==> src/rtl/xps2_pkg.sv <==
// Shared definitions for the xps2 PS/2 keyboard receiver: register offsets,
// STATUS/DATA bit positions, receive FSM encoding and the break prefix.
package xps2_pkg;

    localparam logic ADDR_STATUS = 1'b0;
    localparam logic ADDR_DATA   = 1'b1;

    localparam int ST_NE      = 0;
    localparam int ST_OVF     = 1;
    localparam int ST_ERR     = 2;
    localparam int ST_CNT_LSB = 4;

    localparam int DAT_BRK = 8;
    localparam int DAT_VLD = 31;

    localparam int         ENTRY_W    = 9;
    localparam logic [7:0] BRK_PREFIX = 8'hF0;

    typedef enum logic [1:0] {
        RX_IDLE   = 2'd0,
        RX_DATA   = 2'd1,
        RX_PARITY = 2'd2,
        RX_STOP   = 2'd3
    } rx_state_t;

    // PS/2 uses odd parity across the 8 data bits plus the parity bit.
    function automatic logic odd_parity_ok(input logic [7:0] d, input logic p);
        return ^{d, p};
    endfunction

endpackage

==> src/rtl/xps2_fifo.sv <==
// Synchronous FIFO for received scan codes; head is presented combinationally.
// Simultaneous push/pop always succeed, even when full; pop while empty is ignored.
module xps2_fifo #(
    parameter int W  = 9,
    parameter int AW = 3
) (
    input  logic          clk,
    input  logic          rst,
    input  logic          push,
    input  logic          pop,
    input  logic [W-1:0]  din,
    output logic [W-1:0]  dout,
    output logic          empty,
    output logic          full,
    output logic [AW:0]   count
);

    localparam int          DEPTH    = 1 << AW;
    localparam logic [AW:0] FULL_CNT = {1'b1, {AW{1'b0}}};

    logic [W-1:0]  r_mem [DEPTH];
    logic [AW-1:0] r_wr;
    logic [AW-1:0] r_rd;
    logic [AW:0]   r_cnt;
    logic          w_do_push;
    logic          w_do_pop;

    assign empty     = (r_cnt == '0);
    assign full      = (r_cnt == FULL_CNT);
    assign count     = r_cnt;
    assign dout      = r_mem[r_rd];
    assign w_do_pop  = pop & ~empty;
    assign w_do_push = push & (~full | w_do_pop);

    always_ff @(posedge clk) begin
        if (w_do_push) r_mem[r_wr] <= din;
    end

    always_ff @(posedge clk or negedge rst) begin
        if (!rst) begin
            r_wr  <= '0;
            r_rd  <= '0;
            r_cnt <= '0;
        end else begin
            if (w_do_push) r_wr <= r_wr + 1'b1;
            if (w_do_pop)  r_rd <= r_rd + 1'b1;
            case ({w_do_push, w_do_pop})
                2'b10:   r_cnt <= r_cnt + 1'b1;
                2'b01:   r_cnt <= r_cnt - 1'b1;
                default: r_cnt <= r_cnt;
            endcase
        end
    end

endmodule

==> src/rtl/xps2.sv <==
// Memory-mapped PS/2 keyboard receiver: pin sync, frame FSM, timeout, FIFO, STATUS/DATA regs.
// Optional feature: define PS2_BREAK_MERGE_EN to fold the F0 break prefix into bit8 of the next code.
module xps2
    import xps2_pkg::*;
#(
    parameter int DATA_W      = 32,
    parameter int FIFO_AW     = 3,
    parameter int TIMEOUT_CYC = 5000
) (
    input  logic              clk,
    input  logic              rst,
    input  logic              sel,
    input  logic              we,
    input  logic              addr,
    input  logic [DATA_W-1:0] data_in,
    output logic [DATA_W-1:0] data_out,
    input  logic              ps2_clk,
    input  logic              ps2_data
);

    localparam int            TO_W    = $clog2(TIMEOUT_CYC + 1);
    localparam logic [TO_W-1:0] TO_LAST = TO_W'(TIMEOUT_CYC - 1);

    logic r_clk_s1, r_clk_s2, r_clk_d;
    logic r_dat_s1, r_dat_s2;
    logic w_fall;

    // Pins idle high, so the synchronizers reset to 1 to avoid a false edge.
    always_ff @(posedge clk or negedge rst) begin
        if (!rst) begin
            r_clk_s1 <= 1'b1;
            r_clk_s2 <= 1'b1;
            r_clk_d  <= 1'b1;
            r_dat_s1 <= 1'b1;
            r_dat_s2 <= 1'b1;
        end else begin
            r_clk_s1 <= ps2_clk;
            r_clk_s2 <= r_clk_s1;
            r_clk_d  <= r_clk_s2;
            r_dat_s1 <= ps2_data;
            r_dat_s2 <= r_dat_s1;
        end
    end

    assign w_fall = r_clk_d & ~r_clk_s2;

    rx_state_t       r_state;
    logic [2:0]      r_bitcnt;
    logic [7:0]      r_shreg;
    logic            r_par;
    logic [TO_W-1:0] r_to_cnt;
    logic            w_timeout;
    logic            w_stop_edge;
    logic            w_frame_ok;
    logic            w_good;
    logic            w_bad;

    assign w_timeout   = (r_state != RX_IDLE) & ~w_fall & (r_to_cnt == TO_LAST);
    assign w_stop_edge = (r_state == RX_STOP) & w_fall;
    assign w_frame_ok  = r_dat_s2 & odd_parity_ok(r_shreg, r_par);
    assign w_good      = w_stop_edge & w_frame_ok;
    assign w_bad       = w_stop_edge & ~w_frame_ok;

    always_ff @(posedge clk or negedge rst) begin
        if (!rst) begin
            r_state  <= RX_IDLE;
            r_bitcnt <= '0;
            r_shreg  <= '0;
            r_par    <= 1'b0;
            r_to_cnt <= '0;
        end else begin
            case (r_state)
                RX_IDLE: begin
                    r_to_cnt <= '0;
                    r_bitcnt <= '0;
                    if (w_fall && !r_dat_s2) r_state <= RX_DATA;
                end
                default: begin
                    if (w_timeout) begin
                        r_state  <= RX_IDLE;
                        r_to_cnt <= '0;
                        r_bitcnt <= '0;
                        r_shreg  <= '0;
                    end else if (w_fall) begin
                        r_to_cnt <= '0;
                        case (r_state)
                            RX_DATA: begin
                                r_shreg  <= {r_dat_s2, r_shreg[7:1]};
                                r_bitcnt <= r_bitcnt + 1'b1;
                                if (r_bitcnt == 3'd7) r_state <= RX_PARITY;
                            end
                            RX_PARITY: begin
                                r_par   <= r_dat_s2;
                                r_state <= RX_STOP;
                            end
                            default: r_state <= RX_IDLE;
                        endcase
                    end else begin
                        r_to_cnt <= r_to_cnt + 1'b1;
                    end
                end
            endcase
        end
    end

    logic               w_push;
    logic               w_pop;
    logic [ENTRY_W-1:0] w_din;
    logic [ENTRY_W-1:0] w_dout;
    logic               w_empty;
    logic               w_full;
    logic [FIFO_AW:0]   w_count;

`ifdef PS2_BREAK_MERGE_EN
    logic r_brk_pend;
    logic w_is_brk;

    assign w_is_brk = (r_shreg == BRK_PREFIX);
    assign w_push   = w_good & ~w_is_brk;
    assign w_din    = {r_brk_pend, r_shreg};

    always_ff @(posedge clk or negedge rst) begin
        if (!rst)                  r_brk_pend <= 1'b0;
        else if (w_bad | w_timeout) r_brk_pend <= 1'b0;
        else if (w_good)           r_brk_pend <= w_is_brk;
    end
`else
    assign w_push = w_good;
    assign w_din  = {1'b0, r_shreg};
`endif

    assign w_pop = sel & ~we & (addr == ADDR_DATA);

    xps2_fifo #(
        .W  (ENTRY_W),
        .AW (FIFO_AW)
    ) u_fifo (
        .clk   (clk),
        .rst   (rst),
        .push  (w_push),
        .pop   (w_pop),
        .din   (w_din),
        .dout  (w_dout),
        .empty (w_empty),
        .full  (w_full),
        .count (w_count)
    );

    logic r_ovf, r_err;
    logic w_st_wr;
    logic w_ovf_set;
    logic w_err_set;
    logic w_unused_wdata;

    assign w_st_wr        = sel & we & (addr == ADDR_STATUS);
    assign w_ovf_set      = w_push & w_full & ~w_pop;
    assign w_err_set      = w_bad | w_timeout;
    assign w_unused_wdata = ^{data_in[DATA_W-1:3], data_in[0]};

    // A set event in the same cycle as a software clear takes priority.
    always_ff @(posedge clk or negedge rst) begin
        if (!rst) begin
            r_ovf <= 1'b0;
            r_err <= 1'b0;
        end else begin
            if (w_ovf_set)                     r_ovf <= 1'b1;
            else if (w_st_wr && data_in[ST_OVF]) r_ovf <= 1'b0;
            if (w_err_set)                     r_err <= 1'b1;
            else if (w_st_wr && data_in[ST_ERR]) r_err <= 1'b0;
        end
    end

    logic [DATA_W-1:0] w_status;
    logic [DATA_W-1:0] w_data;

    always_comb begin
        w_status                  = '0;
        w_status[ST_NE]           = ~w_empty;
        w_status[ST_OVF]          = r_ovf;
        w_status[ST_ERR]          = r_err;
        w_status[ST_CNT_LSB +: 4] = 4'(w_count);
        w_data                    = '0;
        if (!w_empty) begin
            w_data[DAT_VLD]   = 1'b1;
            w_data[DAT_BRK:0] = w_dout;
        end
    end

    assign data_out = (addr == ADDR_DATA) ? w_data : w_status;

endmodule

==> config.mk <==
export PLATFORM = sky130hd
export DESIGN_NAME = xps2
export DESIGN_NICKNAME = d
export VERILOG_FILES = /design/src/rtl/xps2_pkg.sv /design/src/rtl/xps2_fifo.sv /design/src/rtl/xps2.sv
export SDC_FILE = /design/constraint.sdc
export NUM_CORES = 1
export LEC_CHECK = 0
export ABC_AREA = 1
export BUFFER_PORTS_ARGS = -buffer_cell sky130_fd_sc_hd__buf_2
export CAP_MARGIN = 20
export CORE_MARGIN = 8
export CORE_UTILIZATION = 63
export DETAILED_ROUTE_END_ITERATION = 10
export PLACE_DENSITY_LB_ADDON = 0.08
export SYNTH_ARGS = -nofsm -noshare
export SYNTH_HDL_FRONTEND = slang
export SYNTH_HIERARCHICAL = 1
export SYNTH_SLANG_ARGS = --single-unit
==> constraint.sdc <==
create_clock -name clk -period 6.3 [get_ports clk]
set_clock_uncertainty 0.2 [all_clocks]
set_input_delay 0.63 -clock clk [delete_from_list [all_inputs] [get_ports clk]]
set_output_delay 0.63 -clock clk [all_outputs]
set_load 0.1 [all_outputs]
==> reports/qor.txt, run 1 <==
outcome: finished, final reports clean
leak pwr: 2.70 nW
CP max-delay cell: nor4_2
CP cell instances: inv_1 > nand2_1 > nand2_1 > nand2_1 > nand3_1 > nand2_1 > nand2_1 > nand2_1 > nand2_1 > nor3_1 > nand2_2 > nor4_2
Mean Syn Cell Area: 10.5 sq um
Ys Warns: 6
f_max: 272 MHz
row count: 34
final worst-path cycle share: 0.583
R2R depth: 12
TritonRoute pass-1 iters: 5
CTS tree: built
area post-placement: 5640 sq um
cell repeated most along the worst path: nand2_1
GPL Wtd Cong: 0.777
antenna violations before repair: 0
crit-path max cell delay: 0.84 ns
post-synthesis sequential area ratio: 0.590
r2r startpoint: r_shreg[2]
Area contributors post-synth: edfxtp_1 (39%), dfrtp_1 (18%), nand2_1 (6.6%)
Post-Synthesis Cells: 528
IO Pins: 71
asr flop ratio synth: 0.379
worst-path fanout max: 13
setup violators final: 0
Post-synth EDFFs: 72
antenna fix cells: 0
Die Wd: 110 um
# DRC: 0
gr usage total: 0.186
post-synthesis adder-cell area fraction: 0.0307
CP Capture Point: u_fifo/r_mem[5][5]
routed wire length: 10700 um
VDD IR-drop max: 0.000355 V
vias post-DR: 3790
initial core utilization: 0.642
R2R Setup Slk: 2.63 ns
pin count of the biggest net entering global routing: 45
M1 wire length: 4650 um
RR Endpoint: u_fifo/r_mem[5][5]
main combinational cell family by area after synthesis: simple AND/OR/NAND/NOR gates
Synth Area in XOR/XNOR: 0.0237
Vias per Instance: 5.52
nets: 618
clk sinks: 116
core area: 8640 sq um
most frequent cells in the layout: nand2_1 (97), edfxtp_1 (72), nor2_1 (69)
maxcap violations: 0
first-pass GRT wire length: 17100 um
clk buf depth: 2
Hold Vio Cnt, Final: 0
synthesized cell area: 5540 sq um
CP required: 6.22 ns
Slew Limit Fails: 0
Worst Tran Pin Value: 1.06 ns
headroom to the max-slew limit: 0.285
met2 wire len: 5200 um
drt wl/cell: 15.6 um
vias in the first global route: 3481
area grow syn2layout: 14.3%
pwr dens: 508 nW/um^2
area fraction in and, or, nand and nor cells after synthesis: 0.176
DP HPWL: 6850 um
fraction of layout cells with a size suffix above 1: 0.159
total CTS buffers: 17
WL met3: 708 um
CTS Root Cell: clkbuf_8
crit path kind: flop to flop
Netlist cell types: 42
Layout Cells excl Fill: 687
most common cell after layout, fill and taps aside: nand2_1
gr ovfl total: 0
Cells after DPL: 651
register bit total from synthesis: 116
post-synth top area cell: edfxtp_1
RSZ-0062 raised after global routing: false
top sig layer: met4
final instance area: 6330 sq um
top cell type's share of synthesized area: 0.390
multiplexer area fraction after synthesis: 0.0183
clock insertion delay at the later pin of the skew report: 0.51 ns
PortBufs: 18
DRT iter0 DRCs: 342
dominant synthesized flop cell: edfxtp_1
Final Critical Period: 3.67 ns
Synth Area in Compound Gates: 0.0829
crit path launch type: flop
Die Y-Extent: 110 um
Antenna Violating Nets Remaining: 0
H-tree levels: 4
DIE AREA: 12100 sq um
CP Capture Type: flop
Sum Neg Setup Slack: 0 ns
Hold Path Class: input port to flop
Worst Setup SP: r_shreg[2]
crit path DAT: 3.59 ns
Clock transition at path regs: 0.06 ns
critical path, delay by kind of cell (launching register included):
family | cells | cell delay (ns)
DFF | 1 | 0.61
buffers and inverters | 1 | 0.12
and+or+nand+nor | 11 | 2.34
power by group:
group	switching [W]	total (W)	leakage [nW]	internal [W]
registers	0.000151	0.00109	1.22	0.000938
logic	0.000810	0.00112	1.18	0.000313
clock network	0.000328	0.00101	0.299	0.000679
state kept, by name, summed over array words and instances (netlist names):
signal / cells
r_bitcnt: 3
r_clk_d: 1
r_clk_s1: 1
r_clk_s2: 1
r_dat_s1: 1
r_dat_s2: 1
r_err: 1
r_ovf: 1
r_par: 1
r_shreg: 8
r_state: 2
r_to_cnt: 13
u_fifo/count: 4
u_fifo/r_mem: 72
u_fifo/r_rd: 3
u_fifo/r_wr: 3
cell type report:
class | instances | area (sq um)
clock inverter | 14 | 209
sequential | 116 | 3270
timing repair buffer | 27 | 195
fill | 575 | 2300
inverter | 41 | 156
multi-input combinational | 363 | 1950
clock buffer | 18 | 418
tap | 108 | 135
per-stage QoR:
step	setup WS [ns]	total power [W]	hold WS, ns	utilization
2_1_floorplan	1.67	0.00199	0.134	-
3_3_place_gp	2.80	0.00215	0.146	0.653
3_5_place_dp	2.67	0.00219	0.147	0.653
4_1_cts	2.59	0.00321	0.00445	0.726
5_1_grt	2.27	0.00338	0.00600	0.734
6_report	2.63	0.00322	0.0247	0.734
cells in the mapped netlist, drive strengths merged, types with 2 or more instances:
master and number:
buf 37, mux2i 9, nand2 107, nor3 10, o21ai 52, clkinv 2
xor2 11, o22ai 9, edfxtp 72, dfrtp 39, nor2 71, nand4 6
dfstp 5, nor4 2, inv 39, a22o 6, a21oi 6, xnor2 4
nand3 21, ha 12
worst min path at each step:
stage	startpoint	end	slack [ns]	cells after the start
finish	ps2_data	r_dat_s1	0.02	1
global route	ps2_data	r_dat_s1	0.006	1
CTS	ps2_clk	r_clk_s1	0.004	1
detailed placement	r_clk_s1	r_clk_s2	0.15	0
global placement	r_dat_s1	r_dat_s2	0.15	0
floorplan	rst	r_bitcnt[0]	0.13	0
layer usage:
metal | GRT usage | up-vias
met5 | 0 | -
met4 | 0.0646 | 0
met3 | 0.0498 | 14
met2 | 0.298 | 130
met1 | 0.240 | 1834
li1 | - | 1812
what timing repair did:
action                    in CTS  in global routing
hold endpoints to repair       0                 23
resized for setup              0                  0
setup buffers                  0                  0
hold buffers                   0                  2
logic make-up after synthesis:
logic type	count (synthesis)
fa+ha+maj	13
flops	116
mux	10
compound gates	75
buf+inv	78
simple gates	220
other cells	1
xor+xnor	15
Note: power is estimated with default switching activity, not from simulation.
==> inputs of run 2 (changes only) <==
--- a/config.mk
+++ b/config.mk
@@ -9,7 +9,7 @@
 export BUFFER_PORTS_ARGS = -buffer_cell sky130_fd_sc_hd__buf_2
 export CAP_MARGIN = 20
 export CORE_MARGIN = 8
-export CORE_UTILIZATION = 63
+export CORE_UTILIZATION = 58
 export DETAILED_ROUTE_END_ITERATION = 10
 export PLACE_DENSITY_LB_ADDON = 0.08
 export SYNTH_ARGS = -nofsm -noshare
==> constraint.sdc (replaced) <==
create_clock -name clk -period 3.5 [get_ports clk]
set_clock_uncertainty 0.2 [all_clocks]
set_input_delay 0.35 -clock clk [delete_from_list [all_inputs] [get_ports clk]]
set_output_delay 0.35 -clock clk [all_outputs]
set_load 0.1 [all_outputs]
==> reports/qor.txt, run 2 (synthesis results as in run 1) <==
f_max: 327 MHz (+20%)
Die Y-Extent: 114 um (+3.6%)
r2r startpoint: r_shreg[3]
outcome: finished, final reports clean
Antenna Violating Nets Remaining: 0 (unchanged)
PortBufs: 18 (unchanged)
CP required: 3.71 ns (-2.51 ns)
gr usage total: 0.174 (-0.0120)
most common cell after layout, fill and taps aside: nand2_1
routed wire length: 10700 um (-0.58%)
drt wl/cell: 14.8 um (-5.3%)
Vias per Instance: 5.16 (-6.5%)
setup violators final: 0 (unchanged)
CP cell instances: xor2_1 > nand2_1 > nand2_1 > nand3_1 > nand2_1 > nand2_1 > nor3_1 > inv_1 > nand3_1 > inv_1 > ha_1 > a21oi_1 > nand3_1 > nand2_1 > nand3_1 > nand2_1 > inv_1
crit path kind: flop to flop
Largest Register: u_fifo/r_mem
H-tree levels: 4 (unchanged)
headroom to the max-slew limit: 0.647 (+0.362)
DRT iter0 DRCs: 288 (-16%)
multi-input logic area: 1950 sq um (+0.13%)
Slew Limit Fails: 0 (unchanged)
IO Pins: 71 (unchanged)
Hold Path Class: input port to flop
pwr dens: 876 nW/um^2 (+72%)
Post-CTS Repair Setup Buffers: 0 (unchanged)
FF+latch area: 3270 sq um (+0.15%)
initial core utilization: 0.600 (-0.0420)
maxcap violations: 0 (unchanged)
Hold Vio Cnt, Final: 0 (unchanged)
Setup WS pre-CTS: 0.351 ns (-2.32 ns)
nets: 631 (+2.1%)
area grow syn2layout: 15.7%
GPL Wtd Cong: 0.806 (+3.7%)
Die Wd: 114 um (+3.6%)
final instance area: 6410 sq um (+1.2%)
area post-placement: 5740 sq um (+1.8%)
largest registers: u_fifo/r_mem: 72 flops, r_to_cnt: 13 flops, r_shreg: 8 flops
antenna violations before repair: 0 (unchanged)
RSZ-0062 raised after global routing: false
pin count of the biggest net entering global routing: 45 (unchanged)
CTS tree: built
core area: 9240 sq um (+7.0%)
total CTS buffers: 17 (unchanged)
Layout Cells excl Fill: 721 (+4.9%)
row count: 35 (+2.9%)
Clock transition at path regs: 0.06 ns (about the same)
Final Critical Period: 3.06 ns (-0.608 ns)
clock insertion delay at the later pin of the skew report: 0.51 ns (about the same)
vias in the first global route: 3491 (+0.29%)
leak pwr: 2.73 nW (+0.80%)
CTS Root Cell: clkbuf_8
final worst-path cycle share: 0.875 (+0.292)
Worst Tran Pin Value: 0.527 ns (-0.536 ns)
max reg flops: 72 (unchanged)
gr ovfl total: 0 (unchanged)
DIE AREA: 12900 sq um (+7.3%)
VDD IR-drop max: 0.000511 V (+44%)
crit path DAT: 3.27 ns (-0.32 ns)
first-pass GRT wire length: 17200 um (+0.69%)
clk buf depth: 2 (unchanged)
CP max-delay cell: dfrtp_1
DP HPWL: 7240 um (+5.6%)
CP Capture Type: flop
TritonRoute pass-1 iters: 5 (unchanged)
Fill cells: 659 (+15%)
crit-path max cell delay: 0.60 ns (-0.24 ns)
clk sinks: 116 (unchanged)
antenna fix cells: 0 (unchanged)
# DRC: 0 (unchanged)
Cells after DPL: 682 (+4.8%)
worst setup margin: 0.437 ns (-2.19 ns)
Hold Crit Start: data_in[2]
cell repeated most along the worst path: nand2_1
worst-path fanout max: 12 (-1)
R2R Setup Slk: 0.44 ns (-2.19 ns)
Worst Setup SP: r_shreg[3]
fraction of layout cells with a size suffix above 1: 0.179 (+0.0202)
Sum Neg Setup Slack: 0 ns (unchanged)
most frequent cells in the layout: nand2_1 (97), edfxtp_1 (72), nor2_1 (68)
crit path launch type: flop
vias post-DR: 3719 (-1.9%)
run 2: changes by cell type in the layout (fill, tap and decap cells not counted):
cell	delta
clkinv_1	+1
clkinvlp_4	+1
dfrtp_2	+4
clkinv_4	+2
inv_6	-1
nor2_1	-1
nor2_2	+1
bufinv_16	-3
dfrtp_1	-4
buf_16	+1
buf_4	+10
dlygate4sd3_1	+3
buf_12	-1
run 2: power breakdown:
group | switching, W | internal (W)
clock | 0.000596 | 0.00100
combinational | 0.00145 | 0.000605
sequential | 0.000274 | 0.00169
run 2: worst paths after layout:
kind                            depth (start not counted)               to
worst max-delay path                                   17  u_fifo/count[3]
worst min-delay path                                    4            r_err
worst max register to register                         17  u_fifo/count[3]
worst min register to register                          0         r_dat_s2
max in group asynchronous                               3         r_clk_s2
min in group asynchronous                               2       r_state[1]
run 2: critical path: cells and delay by family (launching register included):
family	cells	cell delay [ns]
compound gates	1	0.21
xor+xnor	1	0.18
fa+ha+maj	1	0.32
buf+inv	3	0.23
flops	1	0.60
simple gates	11	1.21
run 2: layout make-up:
type,instances,area share
Sequential cell,116,0.511
Multi-Input combinational cell,363,0.305
Clock buffer,18,0.0652
Timing Repair Buffer,40,0.0480
Tap cell,129,0.0252
Inverter,41,0.0244
Clock inverter,14,0.0217
run 2: through the flow:
stage / power (W) / util / hold slack, ns
global route: 0.00596 / 0.694 / 0.0415
detailed placement: 0.00399 / 0.622 / 0.149
finish: 0.00562 / 0.694 / 0.0537
global placement: 0.00393 / 0.622 / 0.146
CTS: 0.00562 / 0.687 / 0.0291
floorplan: 0.00359 / - / -0.146
run 2: timing repair:
item                                    in CTS  in global routing
hold buffers                                 5                  0
hold endpoints to repair                    42                  0
resized for setup                            0                  4
endpoints found under the setup margin       0                  1
run 2: per-layer routing:
metal | wire length (um) | global-route usage | up-vias
met2 | 5320 | 0.288 | 90
met4 | 83 | 0.0639 | 0
met5 | 0 | 0 | -
li1 | - | - | 1839
met3 | 631 | 0.0470 | 6
met1 | 4650 | 0.214 | 1784
==> inputs of run 3 (changes only) <==
--- a/config.mk
+++ b/config.mk
@@ -5,7 +5,6 @@
 export SDC_FILE = /design/constraint.sdc
 export NUM_CORES = 1
 export LEC_CHECK = 0
-export ABC_AREA = 1
 export BUFFER_PORTS_ARGS = -buffer_cell sky130_fd_sc_hd__buf_2
 export CAP_MARGIN = 20
 export CORE_MARGIN = 8
==> reports/qor.txt, run 3 <==
most frequent cells in the layout: edfxtp_1 (72), dfrtp_1 (39), conb_1 (30)
Mean Syn Cell Area: 14.4 sq um (+37%)
Post-Synthesis Cells: 374 (-29%)
sw frac: 0.357 (-0.0555)
drt wl/cell: 17.3 um (+17%)
crit path launch type: flop
top sig layer: met4
Clock transition at path regs: 0.05 ns (about the same)
clk sinks: 116 (unchanged)
Post-synth top cells: edfxtp_1 (72), dfrtp_1 (39), nor2_1 (25)
TritonRoute pass-1 iters: 4 (-1)
DRT iter0 DRCs: 186 (-35%)
CTS tree: built
row count: 35 (unchanged)
H-tree levels: 4 (unchanged)
clk buf depth: 2 (unchanged)
antenna fix cells: 0 (unchanged)
Cell Int Power: 0.00360 W (+9.1%)
Reg power frac: 0.354 (+0.004)
WL met3: 440 um (-30%)
Hold Path Class: input port to asynchronous set/reset pin
pwr dens: 893 nW/um^2 (+1.9%)
clock insertion delay at the later pin of the skew report: 0.50 ns (about the same)
f_max: 322 MHz (-1.5%)
routed wire length: 9610 um (-10%)
crit path DAT: 3.34 ns (+0.07 ns)
post-synth top area cell: edfxtp_1
Hold Vio Cnt, Final: 0 (unchanged)
Fill cells: 652 (-1.1%)
nets: 482 (-24%)
Die Wd: 112 um (-1.3%)
Post-synth EDFFs: 72 (unchanged)
switching power: 0.00200 W (-14%)
Ys Warns: 6 (unchanged)
Final Core Density: 0.688 (-0.00551)
met2 wire len: 4500 um (-15%)
initial core utilization: 0.590 (-0.00935)
DIE AREA: 12600 sq um (-2.5%)
RSZ-0062 raised after global routing: false
share of total power in combinational logic: 0.342 (-0.023)
first-pass GRT wire length: 15200 um (-12%)
vias post-DR: 3000 (-19%)
register bit total from synthesis: 116 (unchanged)
Slew Limit Fails: 0 (unchanged)
dominant synthesized flop cell: edfxtp_1
fraction of layout cells with a size suffix above 1: 0.246 (+0.0670)
vias in the first global route: 2905 (-17%)
crit path kind: flop to flop
pin count of the biggest net entering global routing: 45 (unchanged)
worst-path fanout max: 2 (-10)
gr ovfl total: 0 (unchanged)
CP Capture Type: flop
Worst Tran Pin Value: 0.663 ns (+0.136 ns)
Die Y-Extent: 112 um (-1.3%)
DP HPWL: 6160 um (-15%)
setup violators final: 0 (unchanged)
top-count cell post-synth: edfxtp_1
maxcap violations: 0 (unchanged)
area grow syn2layout: 16.6%
Clock power frac: 0.304 (+0.019)
final worst-path cycle share: 0.888 (+0.0132)
VDD IR-drop max: 0.000778 V (+52%)
Area contributors post-synth: edfxtp_1 (40%), dfrtp_1 (18%), mux4_2 (7.5%)
CTS Root Cell: clkbuf_8
max reg flops: 72 (unchanged)
core area: 9110 sq um (-1.4%)
antenna violations before repair: 0 (unchanged)
post-layout power: 0.00560 W (-0.33%)
post-synthesis sequential area ratio: 0.608 (+0.0180)
asr flop ratio synth: 0.379 (unchanged)
IO Pins: 71 (unchanged)
gr usage total: 0.158 (-0.0158)
largest registers: u_fifo/r_mem: 72 flops, r_to_cnt: 13 flops, r_shreg: 8 flops
most common cell after layout, fill and taps aside: edfxtp_1
Netlist cell types: 53 (+26%)
outcome: finished, final reports clean
Antenna Violating Nets Remaining: 0 (unchanged)
top cell type's share of synthesized area: 0.402 (+0.0119)
# DRC: 0 (unchanged)
hold slack: 0.0396 ns (-0.0141 ns)
Final Critical Period: 3.11 ns (+0.0464 ns)
CP required: 3.73 ns (+0.02 ns)
leak pwr: 2.52 nW (-7.7%)
total CTS buffers: 17 (unchanged)
Vias per Instance: 5.42 (+5.0%)
M1 wire length: 4590 um (-1.2%)
GPL Wtd Cong: 0.758 (-5.9%)
Sum Neg Setup Slack: 0 ns (unchanged)
synthesized cell area: 5380 sq um (-3.0%)
Largest Register: u_fifo/r_mem
PortBufs: 18 (unchanged)
headroom to the max-slew limit: 0.558 (-0.0893)
[run 3: cell count changes after synthesis, sizes merged, moves of 16 or more]
cell   change
inv       -24
mux4      +18
nand2     -86
nand3     -16
nor2      -45
o21ai     -45
[run 3: worst paths after layout]
kind	start	endpoint	slack, ns	cells past startpoint
min in group clk	r_clk_s1	r_clk_s2	0.16	0
hold reg to reg	r_clk_s1	r_clk_s2	0.16	0
setup / recovery	r_shreg[4]	u_fifo/count[3]	0.39	12
max in group asynchronous	rst	r_dat_s1	2.53	3
setup reg to reg	r_shreg[4]	u_fifo/count[3]	0.39	12
hold / removal	rst	u_fifo/count[3]	0.04	2
[run 3: routing by layer]
layer | vias up | GRT usage
met5 | - | 0
met4 | 0 | 0.0540
met3 | 9 | 0.0429
met2 | 67 | 0.246
met1 | 1488 | 0.211
li1 | 1436 | -
[run 3: timing repair]
action / in CTS / in global routing
buffers inserted: 0 / 0
hold buffers: 7 / 0
gates resized for setup: 0 / 0
endpoints found under the hold margin: 43 / 0
[run 3: power groups by stage]
stage / sequential (W) / clock [W] / combinational (W)
detailed placement: 0.00200 / 0 / 0.00192
global route: 0.00201 / 0.00179 / 0.00207
global placement: 0.00199 / 0 / 0.00190
finish: 0.00198 / 0.00170 / 0.00192
CTS: 0.00198 / 0.00173 / 0.00194
floorplan: 0.00192 / 0 / 0.00165
[run 3: per-stage QoR]
stage / setup WS (ns) / std cells / instance area [sq um]
after floorplan: 0.0467 / 403 / 5490
after global routing: 0.221 / 554 / 6270
after global placement: 0.454 / 514 / 5590
final: 0.391 / 554 / 6270
after CTS: 0.361 / 553 / 6250
after detailed placement: 0.433 / 514 / 5590
[run 3: cells by family (layout without fill, tap and decap cells)]
group                    count (synthesis)  in the layout  synth area share
flip-flops                             116            116             0.608
XOR/XNOR                                26             26            0.0449
buffers and inverters                   49             89            0.0556
AO/OA/AOI/OAI                           35             35            0.0491
adder cells (fa/ha/maj)                 13             13            0.0316
multiplexers                            36             36             0.114
AND/OR/NAND/NOR                         98             98            0.0963
other                                    1             30          0.000697
[run 3: final cells by class]
| class | count | area, sq um | area share |
|---|---|---|---|
| inverters | 15 | 56.3 | 0.00898 |
| well taps | 111 | 139 | 0.0222 |
| flip-flops and latches | 116 | 3270 | 0.521 |
| clock inverters | 11 | 159 | 0.0253 |
| multi-input cells | 238 | 1920 | 0.306 |
| repair buffers | 42 | 300 | 0.0479 |
| clock buffers | 21 | 429 | 0.0684 |
[run 3: worst max-delay path: stages, from the launching register on]
cell and delay, ns:
dfrtp_1 0.38, xor2_1 0.18, xnor3_1 0.45, xnor2_1 0.21
nand2_1 0.11, nor2_1 0.17, or2_2 0.16, inv_1 0.05
ha_1 0.29, or2_2 0.29, nand3_1 0.12, mux2_2 0.34
nand3b_1 0.08
